$ cat config.mk
export PLATFORM = sky130hd
export DESIGN_NAME = bit_frame_deserializer
export DESIGN_NICKNAME = d
export VERILOG_FILES = /design/src/rtl/bitrec_pkg.sv /design/src/rtl/bit_frame_deserializer_line_sampler.sv /design/src/rtl/bit_frame_deserializer.sv
export SDC_FILE = /design/constraint.sdc
export NUM_CORES = 1
export LEC_CHECK = 0
export ABC_AREA = 0
export CAP_MARGIN = 10
export CORE_ASPECT_RATIO = 1.25
export CORE_MARGIN = 2
export CORE_UTILIZATION = 61
export CTS_BUF_LIST = sky130_fd_sc_hd__clkbuf_4
export CTS_CLUSTER_DIAMETER = 50
export DETAILED_ROUTE_END_ITERATION = 8
export GPL_ROUTABILITY_DRIVEN = 1
export PLACE_DENSITY = 0.94
export SLEW_MARGIN = 25
export SYNTH_ARGS = -nofsm -noshare
export SYNTH_HDL_FRONTEND = slang
export SYNTH_HIERARCHICAL = 1
export SYNTH_SLANG_ARGS = --single-unit
$ cat constraint.sdc
create_clock -name clk_200M -period 5.5 [get_ports clk_200M]
set_input_delay 1.65 -clock clk_200M [delete_from_list [all_inputs] [get_ports clk_200M]]
set_output_delay 1.65 -clock clk_200M [all_outputs]
set_load 0.05 [all_outputs]
$ cat src/rtl/bitrec_pkg.sv
// Shared types and constants for the bit recovery / frame deserializer chain.
package bitrec_pkg;

    typedef enum logic {
        HUNT = 1'b0,
        DATA = 1'b1
    } state_e;

    localparam logic [15:0] SYNC_WORD_DEF = 16'hA55A;
    localparam logic [15:0] FREQ_IDLE_DEF = 16'd801;

    // Magnitude of an unsigned difference without a sign bit.
    function automatic logic [15:0] abs_diff(input logic [15:0] a, input logic [15:0] b);
        return (a >= b) ? (a - b) : (b - a);
    endfunction

endpackage

$ cat src/rtl/bit_frame_deserializer_line_sampler.sv
// Line front end: 2-flop synchroniser on the serial line plus rising-edge
// detect on the recovered clock; emits a one-cycle sample strobe and the bit.
module line_sampler (
    input  logic clk_200M,
    input  logic rst,
    input  logic sig_i,
    input  logic rec_i,
    output logic smp_o,
    output logic bit_o
);

    logic sig_meta_q;
    logic sig_s_q;
    logic rec_d_q;

    always_ff @(posedge clk_200M) begin
        if (rst) begin
            sig_meta_q <= 1'b0;
            sig_s_q    <= 1'b0;
            rec_d_q    <= 1'b0;
        end else begin
            // NOTE: non-blocking assignments so every flop samples the pre-edge value;
            // blocking here would collapse the synchroniser into a single stage.
            sig_meta_q <= sig_i;
            sig_s_q    <= sig_meta_q;
            rec_d_q    <= rec_i;
        end
    end

    assign smp_o = rec_i & ~rec_d_q;
    assign bit_o = sig_s_q;

endmodule

$ cat src/rtl/bit_frame_deserializer.sv
// Sync-word hunter and MSB-first byte assembler with valid/ready output.
// Optional INVERT_DETECT_EN: also lock on the complemented sync word and invert data.
module bit_frame_deserializer
    import bitrec_pkg::*;
#(
    parameter int unsigned       SYNC_W      = 16,
    parameter logic [SYNC_W-1:0] SYNC_WORD   = SYNC_W'(SYNC_WORD_DEF),
    parameter int unsigned       FRAME_BYTES = 16,
    parameter int unsigned       FREQ_TOL    = 4,
    parameter logic [15:0]       FREQ_IDLE   = FREQ_IDLE_DEF
) (
    input  logic        clk_200M,
    input  logic        rst,
    input  logic        signal,
    input  logic        clk_rec,
    input  logic [15:0] clk_freq,
    output logic [7:0]  data_out,
    output logic        data_valid,
    input  logic        data_ready,
    output logic        locked,
    output logic        frame_done,
    output logic        lock_lost,
    output logic        overflow
);

    localparam logic [7:0]  LAST_BYTE = 8'(FRAME_BYTES - 1);
    localparam logic [15:0] TOL       = 16'(FREQ_TOL);

    logic smp;
    logic bit_s;

    line_sampler u_line_sampler (
        .clk_200M (clk_200M),
        .rst      (rst),
        .sig_i    (signal),
        .rec_i    (clk_rec),
        .smp_o    (smp),
        .bit_o    (bit_s)
    );

    state_e            state_q,      state_d;
    logic [SYNC_W-1:0] sync_sr_q,    sync_sr_d;
    logic [15:0]       freq_ref_q,   freq_ref_d;
    logic [2:0]        bit_cnt_q,    bit_cnt_d;
    logic [7:0]        byte_cnt_q,   byte_cnt_d;
    logic [7:0]        byte_sr_q,    byte_sr_d;
    logic              byte_rdy_q,   byte_rdy_d;
    logic [7:0]        data_out_q,   data_out_d;
    logic              data_valid_q, data_valid_d;
    logic              frame_done_q, frame_done_d;
    logic              lock_lost_q,  lock_lost_d;
    logic              overflow_q,   overflow_d;

    logic              inv_q;
    logic              match_pos;
    logic              match_inv;
    logic              drift;
    logic              data_bit;
    logic [SYNC_W-1:0] sync_next;

    assign sync_next = {sync_sr_q[SYNC_W-2:0], bit_s};
    assign match_pos = (sync_next == SYNC_WORD);
    assign drift     = (state_q == DATA) && (abs_diff(clk_freq, freq_ref_q) > TOL);
    assign data_bit  = bit_s ^ inv_q;

`ifdef INVERT_DETECT_EN
    logic inv_d;
    assign match_inv = (sync_next == ~SYNC_WORD);
`else
    assign inv_q     = 1'b0;
    assign match_inv = 1'b0;
`endif

    always_comb begin
        // NOTE: every next-state value takes its hold/default first so no path
        // leaves a variable unassigned (which would infer a latch).
        state_d      = state_q;
        sync_sr_d    = sync_sr_q;
        freq_ref_d   = freq_ref_q;
        bit_cnt_d    = bit_cnt_q;
        byte_cnt_d   = byte_cnt_q;
        byte_sr_d    = byte_sr_q;
        byte_rdy_d   = 1'b0;
        data_out_d   = data_out_q;
        data_valid_d = data_valid_q;
        frame_done_d = 1'b0;
        lock_lost_d  = 1'b0;
        overflow_d   = overflow_q;
`ifdef INVERT_DETECT_EN
        inv_d        = inv_q;
`endif

        // Consumer took the held byte; a new offer below overrides this.
        if (data_valid_q && data_ready) begin
            data_valid_d = 1'b0;
        end

        unique case (state_q)
            HUNT: begin
                if (smp) begin
                    if ((match_pos || match_inv) && (clk_freq < FREQ_IDLE)) begin
                        state_d    = DATA;
                        freq_ref_d = clk_freq;
                        bit_cnt_d  = 3'd0;
                        byte_cnt_d = 8'd0;
                        sync_sr_d  = '0;
`ifdef INVERT_DETECT_EN
                        inv_d      = match_inv && !match_pos;
`endif
                    end else begin
                        sync_sr_d = sync_next;
                    end
                end
            end

            DATA: begin
                if (drift) begin
                    // Drift takes priority over a byte completing in the same cycle.
                    state_d     = HUNT;
                    lock_lost_d = 1'b1;
                    bit_cnt_d   = 3'd0;
`ifdef INVERT_DETECT_EN
                    inv_d       = 1'b0;
`endif
                end else begin
                    if (smp) begin
                        byte_sr_d = {byte_sr_q[6:0], data_bit};
                        bit_cnt_d = bit_cnt_q + 3'd1;
                        if (bit_cnt_q == 3'd7) begin
                            byte_rdy_d = 1'b1;
                        end
                    end

                    if (byte_rdy_q) begin
                        if (!data_valid_q || data_ready) begin
                            data_out_d   = byte_sr_q;
                            data_valid_d = 1'b1;
                        end else begin
                            overflow_d = 1'b1;
                        end

                        if (byte_cnt_q == LAST_BYTE) begin
                            frame_done_d = 1'b1;
                            state_d      = HUNT;
                            byte_cnt_d   = 8'd0;
`ifdef INVERT_DETECT_EN
                            inv_d        = 1'b0;
`endif
                        end else begin
                            byte_cnt_d = byte_cnt_q + 8'd1;
                        end
                    end
                end
            end

            default: state_d = HUNT;
        endcase
    end

    always_ff @(posedge clk_200M) begin
        if (rst) begin
            state_q      <= HUNT;
            sync_sr_q    <= '0;
            freq_ref_q   <= 16'd0;
            bit_cnt_q    <= 3'd0;
            byte_cnt_q   <= 8'd0;
            byte_sr_q    <= 8'd0;
            byte_rdy_q   <= 1'b0;
            data_out_q   <= 8'd0;
            data_valid_q <= 1'b0;
            frame_done_q <= 1'b0;
            lock_lost_q  <= 1'b0;
            overflow_q   <= 1'b0;
        end else begin
            state_q      <= state_d;
            sync_sr_q    <= sync_sr_d;
            freq_ref_q   <= freq_ref_d;
            bit_cnt_q    <= bit_cnt_d;
            byte_cnt_q   <= byte_cnt_d;
            byte_sr_q    <= byte_sr_d;
            byte_rdy_q   <= byte_rdy_d;
            data_out_q   <= data_out_d;
            data_valid_q <= data_valid_d;
            frame_done_q <= frame_done_d;
            lock_lost_q  <= lock_lost_d;
            overflow_q   <= overflow_d;
        end
    end

`ifdef INVERT_DETECT_EN
    always_ff @(posedge clk_200M) begin
        if (rst) begin
            inv_q <= 1'b0;
        end else begin
            inv_q <= inv_d;
        end
    end
`endif

    assign locked     = (state_q == DATA);
    assign data_out   = data_out_q;
    assign data_valid = data_valid_q;
    assign frame_done = frame_done_q;
    assign lock_lost  = lock_lost_q;
    assign overflow   = overflow_q;

endmodule

==> impl_metrics.toml, run 1 <==
[power_and_ir_drop]
powerDensity_nw_per_um2 = 183.4
irDropWorstVdd_v = 0.0002168
power_w = 0.001010
leakage_nw = 2.246

[grt]
grt_first_pass_wirelength_mm = 23.03
grt_max_degree = 40
overflow = 0
grt_pass1_vias = 4905
antenna_found_initial = 0
track_usage_pct = 33.40

[worst_setup_path]
end_kind = "flip-flop"
crit_slowest_cell = "or4_1"
worstSetupStartpointType = "input pin"
cp_data_required_time_ns = 5.87
critPathKind = "input pin to flip-flop"
crit_fanout = 11
critPathArrivalTime_ns = 5.56
slowest_delay_ns = 0.50
worstPathCellList = "clkdlybuf4s50_1 -> inv_1 -> ha_1 -> nand3_1 -> or4_1 -> o221a_2 -> o21ai_4 -> mux2i_1 -> and4_1 -> o2111ai_1 -> or3_1 -> buf_4 -> mux2_4 -> nand2_1"

[cells_and_area]
antenna_cells = 0
area_growth_pct = 16.03
nNetsFinal = 703
final_cells = 743
fillers = 534
final_layout_size_suffix_gt1_share_pct = 13.52

[synthesis]
yosysWarnings = 6
synth_area_per_cell_sq_um = 8.044
ys_types = 76
syn_nets = 647
synth_flop_cell = "dfxtp_1"
netlist_top_cells_area = "dfxtp_1, ha_1, mux2i_1, nand2_1, a21oi_1"
synthArstFlopShare_pct = 0
netlist_area_sq_um = 4746
yosysTopAreaCell = "dfxtp_1"
yosysSeqAreaShare_pct = 28.26
yosys_register_bits = 67
synth_top_area_share_pct = 28.26
syn-instance-count = 590
synth_edf_count = 0

[floorplan]
core.rowCount = 35
die_area_sq_um = 8506
start_util_pct = 63.75
ios = 34
core_area_sq_um = 7445
dieWidth_um = 82.89
die_y_um = 102.6

[sta]
hold_viol = 0
maxSlewViolCount = 0
max_freq_mhz = 192.6
maxSlewHeadroom_pct = 55.86
finalCritPeriodShare_pct = 94.38
worst_clock_skew_ns = 0.02075
rsz0062_at_grt = "no"
hold_slack_ns = 0.4590
worst_slew_pin_slew_ns = 0.6529
setup_viol = 0
finalCriticalPeriod_ns = 5.191

[outcome]
status = "finished, final reports clean"

[placement]
dpl.hpwl_mm = 10.63
port_buffers = 33
dp_cells = 727
place_congestion = 1.021

[hold_path]
hp-class = "flip-flop to flip-flop"

[clock_network]
htreeDepth = 3
cts.sinks = 67
post-cts-setup-buffers = 0
postCtsResizedCells = 0
clock_latency_ns = 0.44
cts_buffer_depth = 2
cts_root_buf = "clkbuf_4"
ctsHoldBuffers = 0
cts-buffers-inserted = 9
clk_pin_slew_ns = 0.13
cts_tree = "yes"

[drt]
drt_wl_total_mm = 14.12
dr_total_vias = 4785
dr.pass1.iters = 6
routedWlPerCell_um = 19.01
detail-route-antenna-nets = 0
viasPerCell = 6.440
drc = 0
drt_iter0_markers = 325

[job]
cap_violations = 0
==> per-stage QoR <==
stage / setup TNS, ns / util, % / area (sq um) / worst slack, ns
2_1_floorplan: 0 / - / 4746 / 0.7595
3_3_place_gp: 0 / 72.07 / 5365 / 0.04898
3_5_place_dp: -0.04933 / 72.07 / 5365 / -0.02174
4_1_cts: 0 / 73.97 / 5507 / 0.3587
5_1_grt: 0 / 73.97 / 5507 / 0.1469
6_report: 0 / 73.97 / 5507 / 0.3091
==> logic make-up after synthesis <==
group                    Yosys count  share of synthesized area [%]
flip-flops                        67                          28.26
AO/OA/AOI/OAI                    145                          21.43
multiplexers                      36                          8.120
XOR/XNOR                           5                         0.9227
AND/OR/NAND/NOR                  232                          25.36
buffers and inverters             69                          6.090
adder cells (fa/ha/maj)           36                          9.808
==> state kept, by name, summed over array words and instances, names as in the netlist <==
| signal | cells |
|---|---|
| u_line_sampler/bit_o | 1 |
| sync_sr_q | 15 |
| locked | 1 |
| u_line_sampler/sig_meta_q | 1 |
| data_valid | 1 |
| bit_cnt_q | 3 |
| data_out | 8 |
| byte_sr_q | 8 |
| byte_rdy_q | 1 |
| u_line_sampler/rec_d_q | 1 |
| overflow | 1 |
| lock_lost | 1 |
| byte_cnt_q | 8 |
| freq_ref_q | 16 |
| frame_done | 1 |
==> synthesized netlist by cell type, drive strengths merged, types with 5 or more instances <==
cell type  number
o2111ai         6
o21ai          24
nor2           59
mux2i          31
inv            42
o21a            5
ha             34
buf             9
nand2b         12
dfxtp          67
clkbuf         18
and3            9
a21o            9
nor4b           5
nand2          67
a21oi          51
mux2            5
or2             5
nand4           9
and2            8
o211ai         10
nand3          22
xnor2           5
a311oi          5
nor2b           8
==> layer usage <==
layer / share of wire [%] / track usage, % / routed length [um]
met5: 0 / 0 / 0
met4: 6.1 / 22.45 / 862
met3: 5.9 / 6.485 / 834
met2: 52 / 63.59 / 7358
met1: 36 / 33.17 / 5065
==> area by class of cell <==
cell class	instances	area [sq um]	area share (%)
clock buffer	9	67.56	1.227
clock inverter	7	73.82	1.341
inverter	42	157.7	2.863
multi-input combinational	454	3115	56.58
sequential	67	1341	24.36
tap	92	115.1	2.090
timing repair buffer	72	635.6	11.54
==> worst max-delay path, delay by kind of cell <==
| family | cells | cell delay [ns] |
|---|---|---|
| and+or+nand+nor | 5 | 1.42 |
| AOI/OAI and AO/OA | 3 | 0.62 |
| buffers and inverters | 3 | 0.73 |
| muxes | 2 | 0.65 |
| adders and majority gates | 1 | 0.48 |
==> cell usage in the layout, fill, tap and decap left out, drive strengths merged, types with 5 or more instances in the layout <==
cell type,count
a21o,9
a21oi,51
a311oi,5
and2,8
and3,9
buf,39
clkbuf,9
clkdlybuf4s50,33
dfxtp,67
ha,34
inv,48
mux2,5
mux2i,31
nand2,67
nand2b,12
nand3,22
nand4,9
nor2,59
nor2b,8
nor4b,5
o2111ai,6
o211ai,10
o21a,5
o21ai,24
or2,5
xnor2,5
==> where the power goes <==
group | internal (W) | total (W) | switching, W
clock | 0.000109 | 0.000340 | 0.000231
combinational | 0.0000744 | 0.000182 | 0.000108
sequential | 0.000487 | 0.000488 | 0.000000844
==> final timing paths <==
check / to / depth (start not counted) / from / slack (ns)
max: byte_cnt_q[4]$_SDFFE_PP0P_ / 14 / clk_freq[3] / 0.31
min: freq_ref_q[15]$_SDFFE_PP0P_ / 2 / freq_ref_q[15]$_SDFFE_PP0P_ / 0.46
max reg2reg: byte_cnt_q[4]$_SDFFE_PP0P_ / 15 / freq_ref_q[0]$_SDFFE_PP0P_ / 1.67
min reg2reg: freq_ref_q[15]$_SDFFE_PP0P_ / 2 / freq_ref_q[15]$_SDFFE_PP0P_ / 0.46
Power figures use the tool's default switching activity.
==> run 2: changes to the inputs <==
SKIP_LAST_GASP = 1   (was default)
==> results of run 2 <==
Same layout as run 1: the final DEF is identical, and so are final timing and power.
